$ cat src/rtl/bp_common_pkg.sv
// Shared platform constants: CLINT device id and the CLINT register addresses.
package bp_common_pkg;

    localparam logic [3:0]  clint_dev_gp              = 4'd1;

    localparam logic [63:0] mipi_reg_base_addr_gp     = 64'h0000_0000_0030_0000;
    localparam logic [63:0] mtimecmp_reg_base_addr_gp = 64'h0000_0000_0030_4000;
    localparam logic [63:0] mtime_reg_addr_gp         = 64'h0000_0000_0030_bff8;

endpackage

$ cat src/rtl/bp_clint_mtime.sv
// Free-running mtime counter with a prescaler and half-word write enables.
module bp_clint_mtime
    import bp_common_pkg::*;
#(
    parameter int unsigned data_width_p   = 64,
    parameter int unsigned timebase_div_p = 8
) (
    input  logic                    clk_i,
    input  logic                    reset_i,
    input  logic                    w_lo_i,
    input  logic                    w_hi_i,
    input  logic [data_width_p-1:0] wdata_i,
    output logic [data_width_p-1:0] mtime_o
);

    localparam int unsigned half_lp    = data_width_p / 2;
    localparam int unsigned presc_w_lp = (timebase_div_p > 1) ? $clog2(timebase_div_p) : 1;

    logic [presc_w_lp-1:0]   presc_q, presc_d;
    logic [data_width_p-1:0] mtime_q, mtime_d;
    logic                    tick;

    // A store in a tick cycle wins; the prescaler keeps running regardless of stores.
    always_comb begin
        tick    = (presc_q == presc_w_lp'(timebase_div_p - 1));
        presc_d = tick ? '0 : presc_q + presc_w_lp'(1);
        mtime_d = mtime_q;
        if (w_lo_i || w_hi_i) begin
            if (w_lo_i) mtime_d[half_lp-1:0]            = wdata_i[half_lp-1:0];
            if (w_hi_i) mtime_d[data_width_p-1:half_lp] = wdata_i[data_width_p-1:half_lp];
        end else if (tick) begin
            mtime_d = mtime_q + data_width_p'(1);
        end
    end

    always_ff @(posedge clk_i or posedge reset_i) begin
        if (reset_i) begin
            presc_q <= '0;
            mtime_q <= '0;
        end else begin
            presc_q <= presc_d;
            mtime_q <= mtime_d;
        end
    end

    assign mtime_o = mtime_q;

endmodule

$ cat src/rtl/bp_clint_responder.sv
// CLINT responder: decodes uncached commands to mipi/mtimecmp/mtime and
// drives the software and timer interrupt lines.
module bp_clint_responder
    import bp_common_pkg::*;
#(
    parameter int unsigned paddr_width_p  = 40,
    parameter int unsigned data_width_p   = 64,
    parameter int unsigned timebase_div_p = 8
) (
    input  logic                     clk_i,
    input  logic                     reset_i,

    input  logic                     cmd_v_i,
    output logic                     cmd_ready_o,
    input  logic                     cmd_w_i,
    input  logic [paddr_width_p-1:0] cmd_addr_i,
    input  logic [1:0]               cmd_size_i,
    input  logic [data_width_p-1:0]  cmd_data_i,

    output logic                     resp_v_o,
    input  logic                     resp_yumi_i,
    output logic                     resp_w_o,
    output logic                     resp_err_o,
    output logic [data_width_p-1:0]  resp_data_o,

    output logic                     software_irq_o,
    output logic                     timer_irq_o
);

    localparam int unsigned half_lp = data_width_p / 2;

    localparam logic [paddr_width_p-1:0] mipi_lo_lp  = paddr_width_p'(mipi_reg_base_addr_gp);
    localparam logic [paddr_width_p-1:0] mipi_hi_lp  = paddr_width_p'(mipi_reg_base_addr_gp + 64'd4);
    localparam logic [paddr_width_p-1:0] cmp_lo_lp   = paddr_width_p'(mtimecmp_reg_base_addr_gp);
    localparam logic [paddr_width_p-1:0] cmp_hi_lp   = paddr_width_p'(mtimecmp_reg_base_addr_gp + 64'd4);
    localparam logic [paddr_width_p-1:0] mtime_lo_lp = paddr_width_p'(mtime_reg_addr_gp);
    localparam logic [paddr_width_p-1:0] mtime_hi_lp = paddr_width_p'(mtime_reg_addr_gp + 64'd4);

    typedef enum logic {e_ready, e_resp} state_e;

    state_e                  state_q, state_d;
    logic                    resp_w_q, resp_w_d;
    logic                    resp_err_q, resp_err_d;
    logic [data_width_p-1:0] resp_data_q, resp_data_d;
    logic                    mipi_q, mipi_d;
    logic [data_width_p-1:0] mtimecmp_q, mtimecmp_d;
    logic                    timer_irq_q;
    logic [data_width_p-1:0] mtime;

    logic hit_lo, hit_hi, legal, sel_mipi, sel_cmp, sel_mtime;
    logic accept, wr, wr_lo, wr_hi;
    logic [data_width_p-1:0] wdata, rd_val, rd_data;

    // Address decode: exact match on the low or high word of each 8-byte register.
    always_comb begin
        hit_lo    = (cmd_addr_i == mipi_lo_lp) || (cmd_addr_i == cmp_lo_lp)
                 || (cmd_addr_i == mtime_lo_lp);
        hit_hi    = (cmd_addr_i == mipi_hi_lp) || (cmd_addr_i == cmp_hi_lp)
                 || (cmd_addr_i == mtime_hi_lp);
        legal     = ((cmd_size_i == 2'd3) && hit_lo)
                 || ((cmd_size_i == 2'd2) && (hit_lo || hit_hi));
        sel_mipi  = legal && ((cmd_addr_i == mipi_lo_lp)  || (cmd_addr_i == mipi_hi_lp));
        sel_cmp   = legal && ((cmd_addr_i == cmp_lo_lp)   || (cmd_addr_i == cmp_hi_lp));
        sel_mtime = legal && ((cmd_addr_i == mtime_lo_lp) || (cmd_addr_i == mtime_hi_lp));

        rd_val = '0;
        if (sel_mipi)       rd_val = data_width_p'(mipi_q);
        else if (sel_cmp)   rd_val = mtimecmp_q;
        else if (sel_mtime) rd_val = mtime;

        if (!legal)                  rd_data = '0;
        else if (cmd_size_i == 2'd3) rd_data = rd_val;
        else if (hit_hi)             rd_data = data_width_p'(rd_val[data_width_p-1:half_lp]);
        else                         rd_data = data_width_p'(rd_val[half_lp-1:0]);

        // Word stores replicate the low word so either half can take it.
        wdata  = (cmd_size_i == 2'd3) ? cmd_data_i : {2{cmd_data_i[half_lp-1:0]}};
        accept = (state_q == e_ready) && cmd_v_i;
        wr     = accept && cmd_w_i && legal;
        wr_lo  = wr && ((cmd_size_i == 2'd3) || !hit_hi);
        wr_hi  = wr && ((cmd_size_i == 2'd3) || hit_hi);
    end

    // Register write ports.
    always_comb begin
        mipi_d     = mipi_q;
        mtimecmp_d = mtimecmp_q;
        if (sel_mipi && wr_lo) mipi_d = wdata[0];
        if (sel_cmp && wr_lo)  mtimecmp_d[half_lp-1:0]            = wdata[half_lp-1:0];
        if (sel_cmp && wr_hi)  mtimecmp_d[data_width_p-1:half_lp] = wdata[data_width_p-1:half_lp];
    end

    bp_clint_mtime #(
        .data_width_p  (data_width_p),
        .timebase_div_p(timebase_div_p)
    ) u_mtime (
        .clk_i  (clk_i),
        .reset_i(reset_i),
        .w_lo_i (sel_mtime && wr_lo),
        .w_hi_i (sel_mtime && wr_hi),
        .wdata_i(wdata),
        .mtime_o(mtime)
    );

    // Handshake FSM; the response is captured at accept and held until consumed.
    always_comb begin
        state_d     = state_q;
        resp_w_d    = resp_w_q;
        resp_err_d  = resp_err_q;
        resp_data_d = resp_data_q;
        case (state_q)
            e_ready: begin
                if (accept) begin
                    state_d     = e_resp;
                    resp_w_d    = cmd_w_i;
                    resp_err_d  = !legal;
                    resp_data_d = cmd_w_i ? '0 : rd_data;
                end
            end
            e_resp: begin
                if (resp_yumi_i) state_d = e_ready;
            end
            default: state_d = e_ready;
        endcase
    end

    always_ff @(posedge clk_i or posedge reset_i) begin
        if (reset_i) begin
            state_q     <= e_ready;
            resp_w_q    <= 1'b0;
            resp_err_q  <= 1'b0;
            resp_data_q <= '0;
            mipi_q      <= 1'b0;
            mtimecmp_q  <= '1;
            timer_irq_q <= 1'b0;
        end else begin
            state_q     <= state_d;
            resp_w_q    <= resp_w_d;
            resp_err_q  <= resp_err_d;
            resp_data_q <= resp_data_d;
            mipi_q      <= mipi_d;
            mtimecmp_q  <= mtimecmp_d;
            timer_irq_q <= (mtime >= mtimecmp_q);
        end
    end

    assign cmd_ready_o    = (state_q == e_ready);
    assign resp_v_o       = (state_q == e_resp);
    assign resp_w_o       = resp_w_q;
    assign resp_err_o     = resp_err_q;
    assign resp_data_o    = resp_data_q;
    assign software_irq_o = mipi_q;
    assign timer_irq_o    = timer_irq_q;

endmodule

$ cat config.mk
export PLATFORM = sky130hd
export DESIGN_NAME = bp_clint_responder
export DESIGN_NICKNAME = d
export VERILOG_FILES = /design/src/rtl/bp_common_pkg.sv /design/src/rtl/bp_clint_mtime.sv /design/src/rtl/bp_clint_responder.sv
export SDC_FILE = /design/constraint.sdc
export NUM_CORES = 1
export LEC_CHECK = 0
export CAP_MARGIN = 40
export CORE_ASPECT_RATIO = 0.5
export CORE_UTILIZATION = 59
export CTS_CLUSTER_SIZE = 16
export DETAILED_ROUTE_END_ITERATION = 16
export PLACE_DENSITY = 0.95
export SYNTH_ARGS = -nofsm -noshare
export SYNTH_HDL_FRONTEND = slang
export SYNTH_HIERARCHICAL = 1
export SYNTH_SLANG_ARGS = --single-unit
$ cat constraint.sdc
create_clock -name clk_i -period 7.98 [get_ports clk_i]
set_clock_uncertainty 0.05 [all_clocks]
set_input_delay 1.197 -clock clk_i [delete_from_list [all_inputs] [get_ports clk_i]]
set_output_delay 1.197 -clock clk_i [all_outputs]
set_load 0.005 [all_outputs]
Word level (Yosys, flattened, before mapping)
Index checks and enable logic that the tools add are counted.
{"block": "word_totals", "ff_bits": 200, "latchBits": 0, "ramBits": 0, "romBits": 0, "in_bits": 111, "output_inout_bits": 70, "word_cells": 75, "n_memories": 0}
{"block": "classes", "addsub": 2, "mul": 0, "div_mod_pow": 0, "order_cmp": 1, "n_eq_ne": 11, "n_shift": 0, "n_mux": 16, "bitwise": 1, "reduce_logical": 33}
{"cell": "$mux 64", "n": 9}
{"cell": "$eq 40x22->1 const B", "n": 6}
{"cell": "$mux 32", "n": 3}
{"cell": "$add 64x1->64 const B", "n": 1}
{"cell": "$ge 64x64->1", "n": 1}
{"cell": "$logic_and 1x1->1", "n": 15}
{"cell": "$logic_or 1x1->1", "n": 12}
{"cell": "$reduce_and 2->1", "n": 3}
{"cell": "$eq 2x2->1 const B", "n": 2}
{"cell": "$ne 2x1->1 const B", "n": 2}
{"cell": "$add 3x1->3 const B", "n": 1}
{"cell": "$eq 3x3->1 const B", "n": 1}
{"cell": "$mux 3", "n": 1}
{"cell": "$logic_not 1->1", "n": 2}
{"cell": "$mux 1", "n": 2}
{"cell": "$pmux 1 s2", "n": 1}
{"cell": "$reduce_bool 2->1", "n": 1}
{"cell": "$not 1->1", "n": 1}

Longest topological paths before layout
{"block": "depth", "word_depth": 14, "ltp_mapped": 13, "depth_no_buf": 11}

Modules after synthesis
The synthesis kept the hierarchy.
{"mod": "bp_clint_responder", "instances": 1, "cells_per_inst": 786, "area_each_um2": 7802.5, "seq_area_each_um2": 3408.3}
{"mod": "bp_clint_mtime", "instances": 1, "cells_per_inst": 442, "area_each_um2": 3902.5, "seq_area_each_um2": 1676.6}

Least setup slack after synthesis
Ideal clock, no wire load.
{"block": "synth_timing", "kind": "input to register", "start": "in cmd_addr_i[14]", "end": "reg u_mtime.mtime_q[22] (netlist: u_mtime/mtime_o[22])", "setup_time_ns": 0.125, "t_arrival_ns": 3.984, "required_ns": 7.805, "path_slack_ns": 3.821, "path_stages": 13, "n_path_buf": 2, "cell_sequence": "nand4b_1 or4_4 a211oi_4 or4b_1 nor2_1 clkbuf_1 nand2b_1 or4_1 buf_2 nor2_2 and3_1 xor2_1 mux2_2"}
{"block": "synth_between", "elab_chain_cells": 12, "elab_cells_between_ends": 29, "cone_classes": "eq/ne: 7; mux: 1; reduce/logical: 21"}
{"item": "from (decl)", "line": "bp_clint_responder.sv:16", "source": "input logic [paddr_width_p-1:0] cmd_addr_i,"}
{"item": "$eq 40x22->1 (on tied branches)", "line": "bp_clint_responder.sv:56, bp_clint_responder.sv:58"}
{"item": "$logic_or 1x1->1 (on tied branches)", "line": "bp_clint_responder.sv:56, bp_clint_responder.sv:58"}
{"item": "$logic_or 1x1->1 (on tied branches)", "line": "bp_clint_responder.sv:57, bp_clint_responder.sv:59"}
{"item": "$logic_or 1x1->1", "line": "bp_clint_responder.sv:61", "source": "|| ((cmd_size_i == 2'd2) && (hit_lo || hit_hi));"}
{"item": "$logic_and 1x1->1", "line": "bp_clint_responder.sv:61"}
{"item": "$logic_or 1x1->1", "line": "bp_clint_responder.sv:61"}
{"item": "$logic_and 1x1->1", "line": "bp_clint_responder.sv:79", "source": "wr = accept && cmd_w_i && legal;"}
{"item": "$logic_and 1x1->1 (on tied branches)", "line": "bp_clint_responder.sv:80, bp_clint_responder.sv:81"}
{"item": "$logic_and 1x1->1 (on tied branches)", "line": "bp_clint_responder.sv:99, bp_clint_responder.sv:100"}
{"item": "$logic_or 1x1->1", "line": "bp_clint_mtime.sv:28", "source": "if (w_lo_i || w_hi_i) begin"}
{"item": "$ne 2x1->1 (no line) / $reduce_bool 2->1 (equally long branches)"}
{"item": "$reduce_and 2->1 (no line)"}
{"item": "to (signal assigned)", "line": "bp_clint_mtime.sv:42", "source": "mtime_q <= mtime_d;"}
{"item": "to (decl)", "line": "bp_clint_mtime.sv:20", "source": "logic [data_width_p-1:0] mtime_q, mtime_d;"}
Several ways; a longest one is shown, not always the timed one.
A chain may end at the register's enable or synchronous reset.

Worst setup path in the final report
Same ends and word-level chain as after synthesis.

==> impl_results.md <==
* Crit start category: input port
* Starting density of the core at 0.619
* Final setup viols at 0
* TritonCTS clock tree: done
* Gr busiest metal: met2
* # port buffers at 180
* Hold Vio Cnt, Final at 0
* Clk Latency, worst-skew pair at 0.44 ns
* Relative slew slack at 0.414
* DRC at 0
* Initial DRC count at 1,229
* Hold Crit Endpoint: u_mtime/presc_q[0]$_DFF_PP0_
* Setup ws final at 2.91 ns
* Top FF cell, synth: dfrtp_1
* Synthesized area per cell at 9.53 µm²
* Vias at 10,800
* Max FO, Critical Path at 35
* Filler instances at 1,266
* Distinct cells, synth at 68
* Routed len/inst at 21.9 µm
* DRT antenna net count at 0
* Largest family of logic cells by synthesized area: compound AO/OA/AOI/OAI gates
* DP Worst Slack at 2.55 ns
* Hold depth at 1
* Antenna violations before repair at 1
* Area of the die at 0.0204 mm²
* Clock power frac at 0.433
* Post-Place Cells at 1,619
* Reg-to-reg critical path startpoint: resp_v_o$_DFF_PP0_
* Outcome: complete, no violations
* GRT Resource Usage Total at 0.357
* Fin util at 0.757
* Leakage power at 6.29 nW
* Met2 Track Usage GR at 0.568
* Die Ht at 102 µm
* Fin Setup TNS at 0 ns
* DR vias/cell at 6.54
* H-tree levels at 4
* RSZ-0062 raised after global routing: false
* Reg clk slew, reported paths at 0.08 ns
* Synth Area in Simple Gates at 0.165
* Post-CTS Setup Inserts at 0
* Crit Path Class: input port to register
* Reg2reg end: u_mtime/mtime_o[22]$_DFFE_PP0P_
* DRT Pass-1 Iters at 6
* Met1 Use GR at 0.476
* Clk buf depth at 2
* First-pass GRT wire length at 56,700 µm
* Share of cells above drive strength 1 at 0.146
* DRT Wirelength at 36,200 µm
* Sw frac at 0.250
* Sw Pwr at 0.512 mW
* Max Slew Vio Count at 0
* Mapped Cells at 1,228
* Sequential share of power at 0.497
* Largest net degree at the start of global routing at 71
* Netlist area before placement at 0.0117 mm²
* Row Count at 35
* Core area at 0.0189 mm²
* Compound-Gate Fraction of Synth Area at 0.172
* Post-synth ARST share at 1.00
* Post-Synth Adder-Cell Area at 0.0716
* Synth-to-Final Area Change at 22.3%
* Clock Tree Root: clkbuf_16
* Clk sink count at 200
* Final HPWL DP at 25,100 µm
* Fmax at 197 MHz
* Yosys reg bits at 200
* PD cells at 143 mW/mm²
* Max_cap viols at 0
* XOR/XNOR share of the synthesized area at 0.0382
* Mux cell area share after synthesis at 0.0716
* Min-delay src: u_mtime/presc_q[0]$_DFF_PP0_
* Post_cts resized at 0
* Critical Path Sink Type: register
* Final nets at 1,558
* Grt ovf at 0
* DIE WIDTH at 201 µm
* Worst Hold Class: register to register
* Pint at 1.53 mW
* Synth warn at 6
* Tmin final at 5.07 ns
* R2r setup slk at 4.23 ns
* CP Data Required Time at 8.26 ns
* CTS Buf Count at 17
* Layout Cells excl Fill at 1,652
* EDFF count, synth at 0
* N_diodes at 0
* Vias in the first global route at 10,700
* Worst reg2reg path depth at 11
* Comb pwr share at 0.070
* Hold_buf cts at 0
* CP Data Arrival Time at 5.35 ns
* Tightest Pin Transition at 0.872 ns
* Final period utilization at 0.636
* Peak VDD IR at 0.140 mV
* Sequential share of the synthesized area at 0.434
* Routability congestion estimate at 0.942
* I/O pin cnt at 181
* Post-synthesis net count at 1,406
* Met3 Use GR at 0.0907
## cells by family (layout without fill, tap and decap cells)
group | count (synthesis) | in the layout
simple gates | 385 | 385
compound gates | 315 | 315
mux | 75 | 75
flops | 200 | 200
buf+inv | 135 | 300
xor+xnor | 51 | 51
fa+ha+maj | 67 | 67
## cells in the final DEF, fill, tap and decap left out, drive strengths merged, types with 5 or more instances in the layout
cell / count
a21o: 36
a21oi: 56
a22oi: 64
and3: 18
and4: 7
buf: 14
clkbuf: 18
clkdlybuf4s50: 180
dfrtp: 136
dfstp: 64
ha: 67
inv: 81
mux2: 70
mux2i: 5
nand2: 137
nand3: 37
nand4: 27
nor2: 80
nor2b: 5
nor3: 25
nor4: 21
o21ai: 94
o22ai: 31
or3: 6
xnor2: 30
xor2: 21
## layout make-up
cell class / count / area, µm² / area share
clock buffer: 18 / 429 / 0.0300
clock inverter: 14 / 159 / 0.0111
sequential: 200 / 5080 / 0.355
inverter: 74 / 280 / 0.0196
timing repair buffer: 194 / 1950 / 0.136
multi-input combinational: 893 / 6080 / 0.425
tap: 259 / 324 / 0.0226
## registers in the layout, summed over array words and instances, names as in the netlist
signal           flops
mtimecmp_q          64
resp_data_o         64
resp_err_o           1
resp_v_o             1
resp_w_o             1
software_irq_o       1
timer_irq_o          1
u_mtime/mtime_o     64
u_mtime/presc_q      3
## per-stage QoR
stage / instance area, µm² / power (mW) / hold WS (ns)
after floorplan: 11700 / 1.08 / 0.353
after global placement: 13700 / 1.17 / 0.364
after detailed placement: 13700 / 1.18 / 0.379
after CTS: 14300 / 2.05 / 0.390
after global routing: 14300 / 2.10 / 0.405
final: 14300 / 2.05 / 0.394
## metal layers
| layer | share of wire | up-vias |
|---|---|---|
| met5 | 0 | - |
| met4 | 0.031 | 0 |
| met3 | 0.11 | 112 |
| met2 | 0.45 | 669 |
| met1 | 0.41 | 5286 |
| li1 | - | 4744 |
## Yosys cell counts (3+ instances only)
library cell | n | share of area
xor2_1 | 21 | 0.016
mux2i_1 | 5 | 0.0043
nor2b_1 | 5 | 0.0027
or3_1 | 6 | 0.0032
a21oi_1 | 54 | 0.023
nand2_1 | 137 | 0.044
a221o_1 | 3 | 0.0026
o22ai_1 | 31 | 0.017
nor4_1 | 19 | 0.010
nand4b_1 | 3 | 0.0022
nand3_1 | 37 | 0.016
buf_6 | 7 | 0.0067
nand2b_1 | 4 | 0.0021
o211ai_1 | 3 | 0.0019
mux2_2 | 70 | 0.067
dfrtp_1 | 136 | 0.29
dfstp_2 | 64 | 0.14
a21o_1 | 36 | 0.023
xnor2_1 | 30 | 0.022
clkbuf_1 | 47 | 0.015
nand4_2 | 3 | 0.0032
a22oi_1 | 64 | 0.041
or4_1 | 3 | 0.0019
and3_1 | 18 | 0.0096
and2_1 | 3 | 0.0016
nand4_1 | 23 | 0.012
ha_1 | 67 | 0.072
buf_1 | 5 | 0.0016
nor2_1 | 79 | 0.025
nor3_1 | 23 | 0.0098
a311oi_1 | 4 | 0.0030
inv_1 | 73 | 0.023
a211oi_1 | 3 | 0.0019
o21ai_0 | 92 | 0.039
and4_1 | 7 | 0.0052
## worst max-delay path, cell delays in order
cell and delay (ns):
clkdlybuf4s50_1 0.50, nand4b_1 0.22, or4_4 0.52, a211oi_4 0.35, or4b_1 0.55, nor2_4 0.63
nand2b_1 0.24, or4_1 0.38, nor2_2 0.11, and3_1 0.23, xor2_1 0.14, mux2_2 0.26
## power groups by stage
stage          Sequential (mW)  Combinational [mW]  Clock (mW)
3_5_place_dp              1.04               0.139           0
2_1_floorplan             1.04              0.0488           0
3_3_place_gp              1.04               0.134           0
5_1_grt                   1.02               0.152       0.933
4_1_cts                   1.02               0.140       0.895
6_report                  1.02               0.142       0.887
## how the worst max path moves through the flow
stage / start / end / slack, ns / depth (start not counted)
after floorplan: reset_i / resp_data_o[0]$_DFFE_PP0P_ / 3.28 / 1
after global placement: cmd_addr_i[14] / u_mtime/mtime_o[22]$_DFFE_PP0P_ / 2.67 / 12
after detailed placement: cmd_addr_i[23] / u_mtime/mtime_o[22]$_DFFE_PP0P_ / 2.55 / 12
after CTS: cmd_addr_i[23] / u_mtime/mtime_o[22]$_DFFE_PP0P_ / 2.97 / 12
after global routing: cmd_addr_i[23] / u_mtime/mtime_o[22]$_DFFE_PP0P_ / 2.66 / 12
final: cmd_addr_i[14] / u_mtime/mtime_o[22]$_DFFE_PP0P_ / 2.91 / 12
Power figures use the tool's default switching activity.
